`src/rtl/cache_fill_ctrl_if.sv`:
```
// Bundle of the miss, memory-request and array-write signals around the cache fill controller.
// The controller connects through the master modport; the miss source and memory model use slave.
interface cache_fill_ctrl_if #(
    parameter int ADDR_W = 16,
    parameter int DATA_W = 16,
    parameter int WORDS  = 8
);
    localparam int OFF_W = $clog2(WORDS);

    logic              miss_detected;
    logic [ADDR_W-1:0] miss_address;
    logic              fsm_busy;
    logic              memory_read;
    logic [ADDR_W-1:0] memory_address;
    logic [DATA_W-1:0] memory_data;
    logic              memory_data_valid;
    logic              write_data_array;
    logic [OFF_W-1:0]  write_word_offset;
    logic [DATA_W-1:0] write_data;
    logic              write_tag_array;

    modport master (
        input  miss_detected, miss_address, memory_data, memory_data_valid,
        output fsm_busy, memory_read, memory_address, write_data_array,
               write_word_offset, write_data, write_tag_array
    );

    modport slave (
        output miss_detected, miss_address, memory_data, memory_data_valid,
        input  fsm_busy, memory_read, memory_address, write_data_array,
               write_word_offset, write_data, write_tag_array
    );
endinterface

```
`src/rtl/cache_fill_ctrl.sv`:
```
// Cache line fill controller: on a miss, streams WORDS read requests and writes returning data.
// Define CACHE_FILL_CRITICAL_WORD_FIRST_EN to start the fill at the missing word (wrap-around).
module cache_fill_ctrl #(
    parameter int ADDR_W = 16,
    parameter int DATA_W = 16,
    parameter int WORDS  = 8,
    parameter int BYTES  = 2
) (
    input  logic               clk,
    input  logic               rst_n,
    cache_fill_ctrl_if.master  bus
);
    localparam int OFF_W  = $clog2(WORDS);
    localparam int BYTE_W = $clog2(BYTES);
    localparam int CNT_W  = OFF_W + 1;
    localparam logic [ADDR_W-1:0] BLK_MASK = ADDR_W'(WORDS * BYTES - 1);

    typedef enum logic {
        IDLE = 1'b0,
        FILL = 1'b1
    } state_t;

    state_t            state_r;
    state_t            state_s;
    logic [CNT_W-1:0]  rq_r;
    logic [CNT_W-1:0]  rs_r;
    logic [ADDR_W-1:0] base_r;
    logic [OFF_W-1:0]  start_r;
    logic [ADDR_W-1:0] last_addr_r;
    logic [ADDR_W-1:0] miss_base_s;
    logic [OFF_W-1:0]  miss_start_s;
    logic [OFF_W-1:0]  req_idx_s;
    logic [ADDR_W-1:0] req_addr_s;
    logic              read_s;
    logic              busy_s;
    logic              wr_data_s;
    logic              wr_tag_s;
    logic [OFF_W-1:0]  wr_off_s;

    assign miss_base_s = bus.miss_address & ~BLK_MASK;

`ifdef CACHE_FILL_CRITICAL_WORD_FIRST_EN
    assign miss_start_s = OFF_W'((bus.miss_address & BLK_MASK) >> BYTE_W);
`else
    assign miss_start_s = {OFF_W{1'b0}};
`endif

    // Word index arithmetic is OFF_W wide, so the address wraps inside the block.
    assign req_idx_s  = start_r + rq_r[OFF_W-1:0];
    assign req_addr_s = base_r | (ADDR_W'(req_idx_s) << BYTE_W);

    assign bus.fsm_busy          = busy_s;
    assign bus.memory_read       = read_s;
    assign bus.memory_address    = read_s ? req_addr_s : last_addr_r;
    assign bus.write_data_array  = wr_data_s;
    assign bus.write_tag_array   = wr_tag_s;
    assign bus.write_word_offset = wr_off_s;
    assign bus.write_data        = bus.memory_data;

    // Next-state and fill outputs; responses consumed in the same cycle they are valid.
    always_comb begin
        state_s   = state_r;
        busy_s    = 1'b0;
        read_s    = 1'b0;
        wr_data_s = 1'b0;
        wr_tag_s  = 1'b0;
        wr_off_s  = {OFF_W{1'b0}};
        case (state_r)
            IDLE: begin
                busy_s = bus.miss_detected;
                if (bus.miss_detected) begin
                    state_s = FILL;
                end else begin
                    state_s = IDLE;
                end
            end
            FILL: begin
                busy_s = 1'b1;
                read_s = (rq_r < CNT_W'(WORDS));
                if (bus.memory_data_valid) begin
                    wr_data_s = 1'b1;
                    wr_off_s  = start_r + rs_r[OFF_W-1:0];
                    if (rs_r == CNT_W'(WORDS - 1)) begin
                        wr_tag_s = 1'b1;
                        state_s  = IDLE;
                    end else begin
                        state_s = FILL;
                    end
                end else begin
                    state_s = FILL;
                end
            end
            default: begin
                state_s = IDLE;
            end
        endcase
    end

    // State register.
    always_ff @(posedge clk or negedge rst_n) begin
        if (!rst_n) begin
            state_r <= IDLE;
        end else begin
            state_r <= state_s;
        end
    end

    // Fill context: block base, start word, request/response counters and held address.
    always_ff @(posedge clk or negedge rst_n) begin
        if (!rst_n) begin
            rq_r        <= {CNT_W{1'b0}};
            rs_r        <= {CNT_W{1'b0}};
            base_r      <= {ADDR_W{1'b0}};
            start_r     <= {OFF_W{1'b0}};
            last_addr_r <= {ADDR_W{1'b0}};
        end else if (state_r == IDLE) begin
            if (bus.miss_detected) begin
                base_r  <= miss_base_s;
                start_r <= miss_start_s;
                rq_r    <= {CNT_W{1'b0}};
                rs_r    <= {CNT_W{1'b0}};
            end
        end else begin
            if (read_s) begin
                rq_r        <= rq_r + CNT_W'(1);
                last_addr_r <= req_addr_s;
            end
            if (bus.memory_data_valid) begin
                rs_r <= rs_r + CNT_W'(1);
            end
        end
    end
endmodule

```
`src/flat_wrapper.sv`:
```
// flat-port wrapper written by rule: the top's interface ports become plain ports
module cache_fill_ctrl_flat 
#(
    parameter int ADDR_W = 16,
    parameter int DATA_W = 16,
    parameter int WORDS  = 8,
    parameter int BYTES  = 2
)
  (clk, rst_n, bus_miss_detected, bus_miss_address, bus_memory_data, bus_memory_data_valid, bus_fsm_busy, bus_memory_read, bus_memory_address, bus_write_data_array, bus_write_word_offset, bus_write_data, bus_write_tag_array);
  cache_fill_ctrl_if #(.ADDR_W(ADDR_W), .DATA_W(DATA_W), .WORDS(WORDS)) bus_i ();
  input  logic clk;
  input  logic rst_n;
  input wire logic [$bits(bus_i.miss_detected)-1:0] bus_miss_detected;
  input wire logic [$bits(bus_i.miss_address)-1:0] bus_miss_address;
  input wire logic [$bits(bus_i.memory_data)-1:0] bus_memory_data;
  input wire logic [$bits(bus_i.memory_data_valid)-1:0] bus_memory_data_valid;
  output wire logic [$bits(bus_i.fsm_busy)-1:0] bus_fsm_busy;
  output wire logic [$bits(bus_i.memory_read)-1:0] bus_memory_read;
  output wire logic [$bits(bus_i.memory_address)-1:0] bus_memory_address;
  output wire logic [$bits(bus_i.write_data_array)-1:0] bus_write_data_array;
  output wire logic [$bits(bus_i.write_word_offset)-1:0] bus_write_word_offset;
  output wire logic [$bits(bus_i.write_data)-1:0] bus_write_data;
  output wire logic [$bits(bus_i.write_tag_array)-1:0] bus_write_tag_array;
  assign bus_i.miss_detected = bus_miss_detected;
  assign bus_i.miss_address = bus_miss_address;
  assign bus_i.memory_data = bus_memory_data;
  assign bus_i.memory_data_valid = bus_memory_data_valid;
  assign bus_fsm_busy = bus_i.fsm_busy;
  assign bus_memory_read = bus_i.memory_read;
  assign bus_memory_address = bus_i.memory_address;
  assign bus_write_data_array = bus_i.write_data_array;
  assign bus_write_word_offset = bus_i.write_word_offset;
  assign bus_write_data = bus_i.write_data;
  assign bus_write_tag_array = bus_i.write_tag_array;
  cache_fill_ctrl #(.ADDR_W(ADDR_W), .DATA_W(DATA_W), .WORDS(WORDS), .BYTES(BYTES)) u_core (.clk(clk), .rst_n(rst_n), .bus(bus_i));
endmodule
```
`config.mk`:
```
export PLATFORM = sky130hd
export DESIGN_NAME = cache_fill_ctrl_flat
export DESIGN_NICKNAME = d
export VERILOG_FILES = /design/src/rtl/cache_fill_ctrl_if.sv /design/src/rtl/cache_fill_ctrl.sv /design/src/flat_wrapper.sv
export SDC_FILE = /design/constraint.sdc
export NUM_CORES = 1
export LEC_CHECK = 0
export ABC_AREA = 1
export ABC_CLOCK_PERIOD_IN_PS = 1400
export CAP_MARGIN = 5
export CORE_MARGIN = 2
export CORE_UTILIZATION = 35
export DETAILED_ROUTE_END_ITERATION = 16
export GPL_ROUTABILITY_DRIVEN = 1
export HOLD_SLACK_MARGIN = 0.03
export PLACE_DENSITY = 0.68
export SYNTH_ARGS = -nofsm -noshare
export SYNTH_HDL_FRONTEND = slang
export SYNTH_SLANG_ARGS = --single-unit
```
`constraint.sdc`:
```
create_clock -name clk -period 1.4 [get_ports clk]
set_input_delay 0.14 -clock clk [delete_from_list [all_inputs] [get_ports clk]]
set_output_delay 0.14 -clock clk [all_outputs]
set_load 0.005 [all_outputs]
```
Yosys cells after proc, flatten, opt, wreduce, memory -nomap -nowiden --
Cells that the tools add are included.
Storage, ports and cells: output and inout port bits 39, input bits 36, register bits after elaboration 37, word-level logic and storage cells 36
Cells by class: muxes and demuxes 19, add/subtract/negate cells 2, bitwise operators 2, eq/ne operators 3, reductions and logical operators 4, magnitude comparators 1
Operators by type and width (count):
- 4-bit two-way mux | 5
- 16-bit two-way mux | 1
- 16-bit by 4-bit OR with 16-bit output | 1
- 1-bit two-way mux | 9
- 4-bit by 1-bit adder with 4-bit output, second input constant | 2
- 3-bit two-way mux | 2
- 2-bit AND reduction | 3
- 4-bit by 3-bit equality test with 1-bit output, second input constant | 1
- 4-bit < comparator, second input constant | 1
- 2-bit inequality test, second input constant | 2
- 1-bit one-hot mux with 2 select lines | 2
- 2-bit nonzero test | 1
- 1-bit inverter | 1

Longest topological paths before layout --
depth after elaboration 4, gate-level depth with buffers 6

Least setup slack after synthesis --
OpenSTA, ideal clock, no wires.
kind flip-flop to flip-flop, start register u_core.rs_r[0], end register u_core.rs_r[2], required time 1274 ps, data arrival time 966 ps, stages on the path, launching flop included 5, clock period less this slack 1092 ps, path slack 308 ps, path buffers 0, cell sequence dfrtp_1 -> ha_1 -> or2_2 -> nand3_1 -> o21ai_0
Between the ends: longest elaborated chain between the ends 3
Ends and longest elaborated chain:
- start: declaration | line cache_fill_ctrl.sv:26 | logic [CNT_W-1:0] rs_r;
- start signal: assignment | line cache_fill_ctrl.sv:112 | rs_r <= {CNT_W{1'b0}};
- start signal: assignment | line cache_fill_ctrl.sv:121 | rs_r <= {CNT_W{1'b0}};
- start signal: assignment | line cache_fill_ctrl.sv:129 | rs_r <= rs_r + CNT_W'(1);
- 4-bit by 1-bit adder with 4-bit output | line cache_fill_ctrl.sv:129
- 4-bit two-way mux | line cache_fill_ctrl.sv:128 | if (bus.memory_data_valid) begin
- 4-bit two-way mux | line cache_fill_ctrl.sv:116 | end else if (state_r == IDLE) begin
No other way between the ends. The select of a mux whose other input is x is not followed. A chain may end at the register's enable or synchronous reset.

Worst setup path after layout --
start register u_core.state_r, end output port bus_memory_address[14]
Between the ends: longest elaborated chain between the ends 2
Ends and longest elaborated chain:
- start: declaration | line cache_fill_ctrl.sv:23 | state_t state_r;
- start signal: assignment | line cache_fill_ctrl.sv:104 | state_r <= state_s;
- 1-bit two-way mux | line cache_fill_ctrl.sv:68 | case (state_r)
- 16-bit two-way mux | line cache_fill_ctrl.sv:54 | assign bus.memory_address = read_s ? req_addr_s : last_addr_r;
- end: declaration | line flat_wrapper.sv:19 | output wire logic [$bits(bus_i.memory_address)-1:0] bus_memory_address;
No other way between the ends.

==> results.toml <==
[critical_path]
reg2reg_from = "u_core.state_r"
cp-start-kind = "flip-flop"
cp_common_cell = "buf_6"
cp.arrival_ps = 1410
path_class = "flip-flop to primary output"
r2r_cells = 7
cp-end-kind = "primary output"
r2r-end = "u_core.rs_r[3]"
crit_path_start = "u_core.state_r"
crit_path_end = "bus_memory_address[14]"
slowest_stage = "dfrtp_1"
crit_chain = "inv_2 > nor2_4 > buf_6 > buf_6 > buf_6 > nand2_2 > nand2_1 > buf_2"
cpPeakStageDelay_ps = 410
cp.required_ps = 1260
r2r_setup_slack_ps = 90
path_max_fanout = 6

[placement]
port_buffers = 38
place_ws_ps = -192.0
place_congestion = 0.7438
placed_cells = 310
postPlaceCellArea_sq_um = 2202
dp_hpwl_um = 2320

[cts]
cts_tree = "done"
clk_latency_ps = 290
clock-sinks = 37
cts.clk_slew.worst_paths_ps = 70
cts_buffer_depth = 2
cts_buffers = 5
cts_root_buffer = "clkbuf_8"
cts_htree_levels = 2

[power_and_ir_drop]
power.density_nw_per_um2 = 2078
ir_worst_vdd_v = 0.0009018
p_leak_nw = 1.475
total_power_mw = 5.485

[logic_synthesis]
synth_area_sq_um = 1729
synth_cells = 205
synth_seq_cells = 37
yosysWarningCount = 0
synth.distinct_cells = 19
syn_area_per_cell_sq_um = 8.435
synth_fp_nets = 243
yosysSeqAreaShare_pct = 53.55

[finish]
syn2layout_area_growth_pct = 52.68
post-route-util_pct = 55.53
layout-drive-gt1-share_pct = 44.60
fin_cells = 345
final_cell_area_sq_um = 2640
nets = 315
diodes = 0

[sta]
setup_tns_ps = -1959
fin_crit_ps = 1553
finalHoldViolCount = 0
holdWs_ps = 280.0
tightest_slew_ps = 470.4
slew_headroom_pct = 68.64
timing.final.crit_share_pct = 110.9
rsz0062_at_grt = "yes"
fmax_mhz = 644.0
setup_ws_ps = -152.8
setup_viol = 21
slew_violations = 0
skew_ps = 6.534

[global_routing]
grt-ovfl-total = 0
first_global_vias = 1425
grt_pass1_wl_um = 6313
grt_usage_pct = 15.43
grt_max_degree = 38
grt_antenna_before_repair = 0

[route]
antenna_left = 0
drc = 0
viasPerCell = 4.371
wl_um = 3972
drt_iter0_markers = 42
num_vias = 1508
firstDrtPassIters = 4
routedWlPerCell_um = 11.51

[die]
core_area_sq_um = 4755
die_h_um = 74.29
fp-row-count = 25
start_util_pct = 36.37
io_pins = 75
die_x_um = 74.29
dieArea_sq_um = 5519

[hold_path]
worstHoldPathType = "input port to primary output"

[status]
status = "finished, violations left"
violations = "setup timing"

[job]
cap_violations = 0
flip-flops by register name, summed over array words and instances, names as in the netlist:
name,count
u_core.base_r,12
u_core.rq_r,4
u_core.last_addr_r,16
u_core.state_r,1
u_core.rs_r,4
cell families (layout without fill, tap and decap cells):
family | count (synthesis) | count (layout) | share of synthesized area, %
simple gates | 122 | 122 | 28.73
fa+ha+maj | 2 | 2 | 1.447
compound gates | 11 | 11 | 3.907
flops | 37 | 37 | 53.55
buf+inv | 33 | 106 | 12.37
critical path: cells and delay by family, from the launching register on:
kind | cells | cell delay, ps
AND/OR/NAND/NOR | 3 | 140
flip-flops | 1 | 410
buffers and inverters | 5 | 560
where the power goes:
part / leakage [nW] / total, mW / internal, mW / switching (mW)
sequential: 0.463 / 1.82 / 1.51 / 0.308
clock: 0.0374 / 0.751 / 0.351 / 0.400
combinational: 0.975 / 2.92 / 1.55 / 1.37
total: 1.48 / 5.48 / 3.41 / 2.07
cell type report:
class	count	area, sq um
Clock buffer	6	72.57
Fill cell	474	2115
Sequential cell	37	925.9
Inverter	12	45.04
Clock inverter	2	15.01
Tap cell	67	83.83
Multi-Input combinational cell	135	784.5
Timing Repair Buffer	86	713.2
worst min-delay path by stage:
stage,from,end,cells past startpoint
floorplan,rst_n,u_core.base_r[10],0
global placement,rst_n,u_core.rs_r[2],2
detailed placement,rst_n,u_core.rs_r[2],2
CTS,bus_memory_data[10],bus_write_data[10],0
global route,bus_memory_data[3],bus_write_data[3],0
finish,bus_memory_data[13],bus_write_data[13],0
synth_stat cells, drive strengths merged:
cell type / count / area share (%)
or2: 1 / 0.36
o22ai: 1 / 0.72
o21a: 2 / 0.87
nand2: 103 / 23
a21oi: 2 / 0.58
nor3: 2 / 0.87
nand3: 3 / 0.87
inv: 12 / 2.6
buf: 21 / 9.8
ha: 2 / 1.4
dfrtp: 37 / 54
o21ai: 6 / 1.7
nor2: 13 / 3.3
placed cells by master, fill, tap and decap left out, drive strengths merged, types with 3 or more instances in the layout:
master / n
buf: 70
clkdlybuf4s50: 14
o21ai: 6
nor2: 13
inv: 12
dfrtp: 37
nand2: 103
clkbuf: 6
nand3: 3
metal layers:
layer | global-route usage (%) | vias to the layer above | part of all wire [%]
li1 | - | 751 | -
met1 | 18.79 | 709 | 43
met2 | 24.90 | 41 | 49
met3 | 6.369 | 7 | 6.4
met4 | 5.357 | 0 | 1.2
met5 | 0 | - | 0
timing repair:
| item | 4_1_cts | 5_1_grt |
|---|---|---|
| resized for setup | 137 | 23 |
| pin swaps | 13 | 6 |
| cloned | 1 | 0 |
| endpoints found under the setup margin | 23 | 21 |
| setup buffers | 16 | 11 |
| hold buffers | 1 | 0 |
| hold endpoints to repair | 37 | 0 |
No activity file was read; power rests on OpenSTA's default activity.
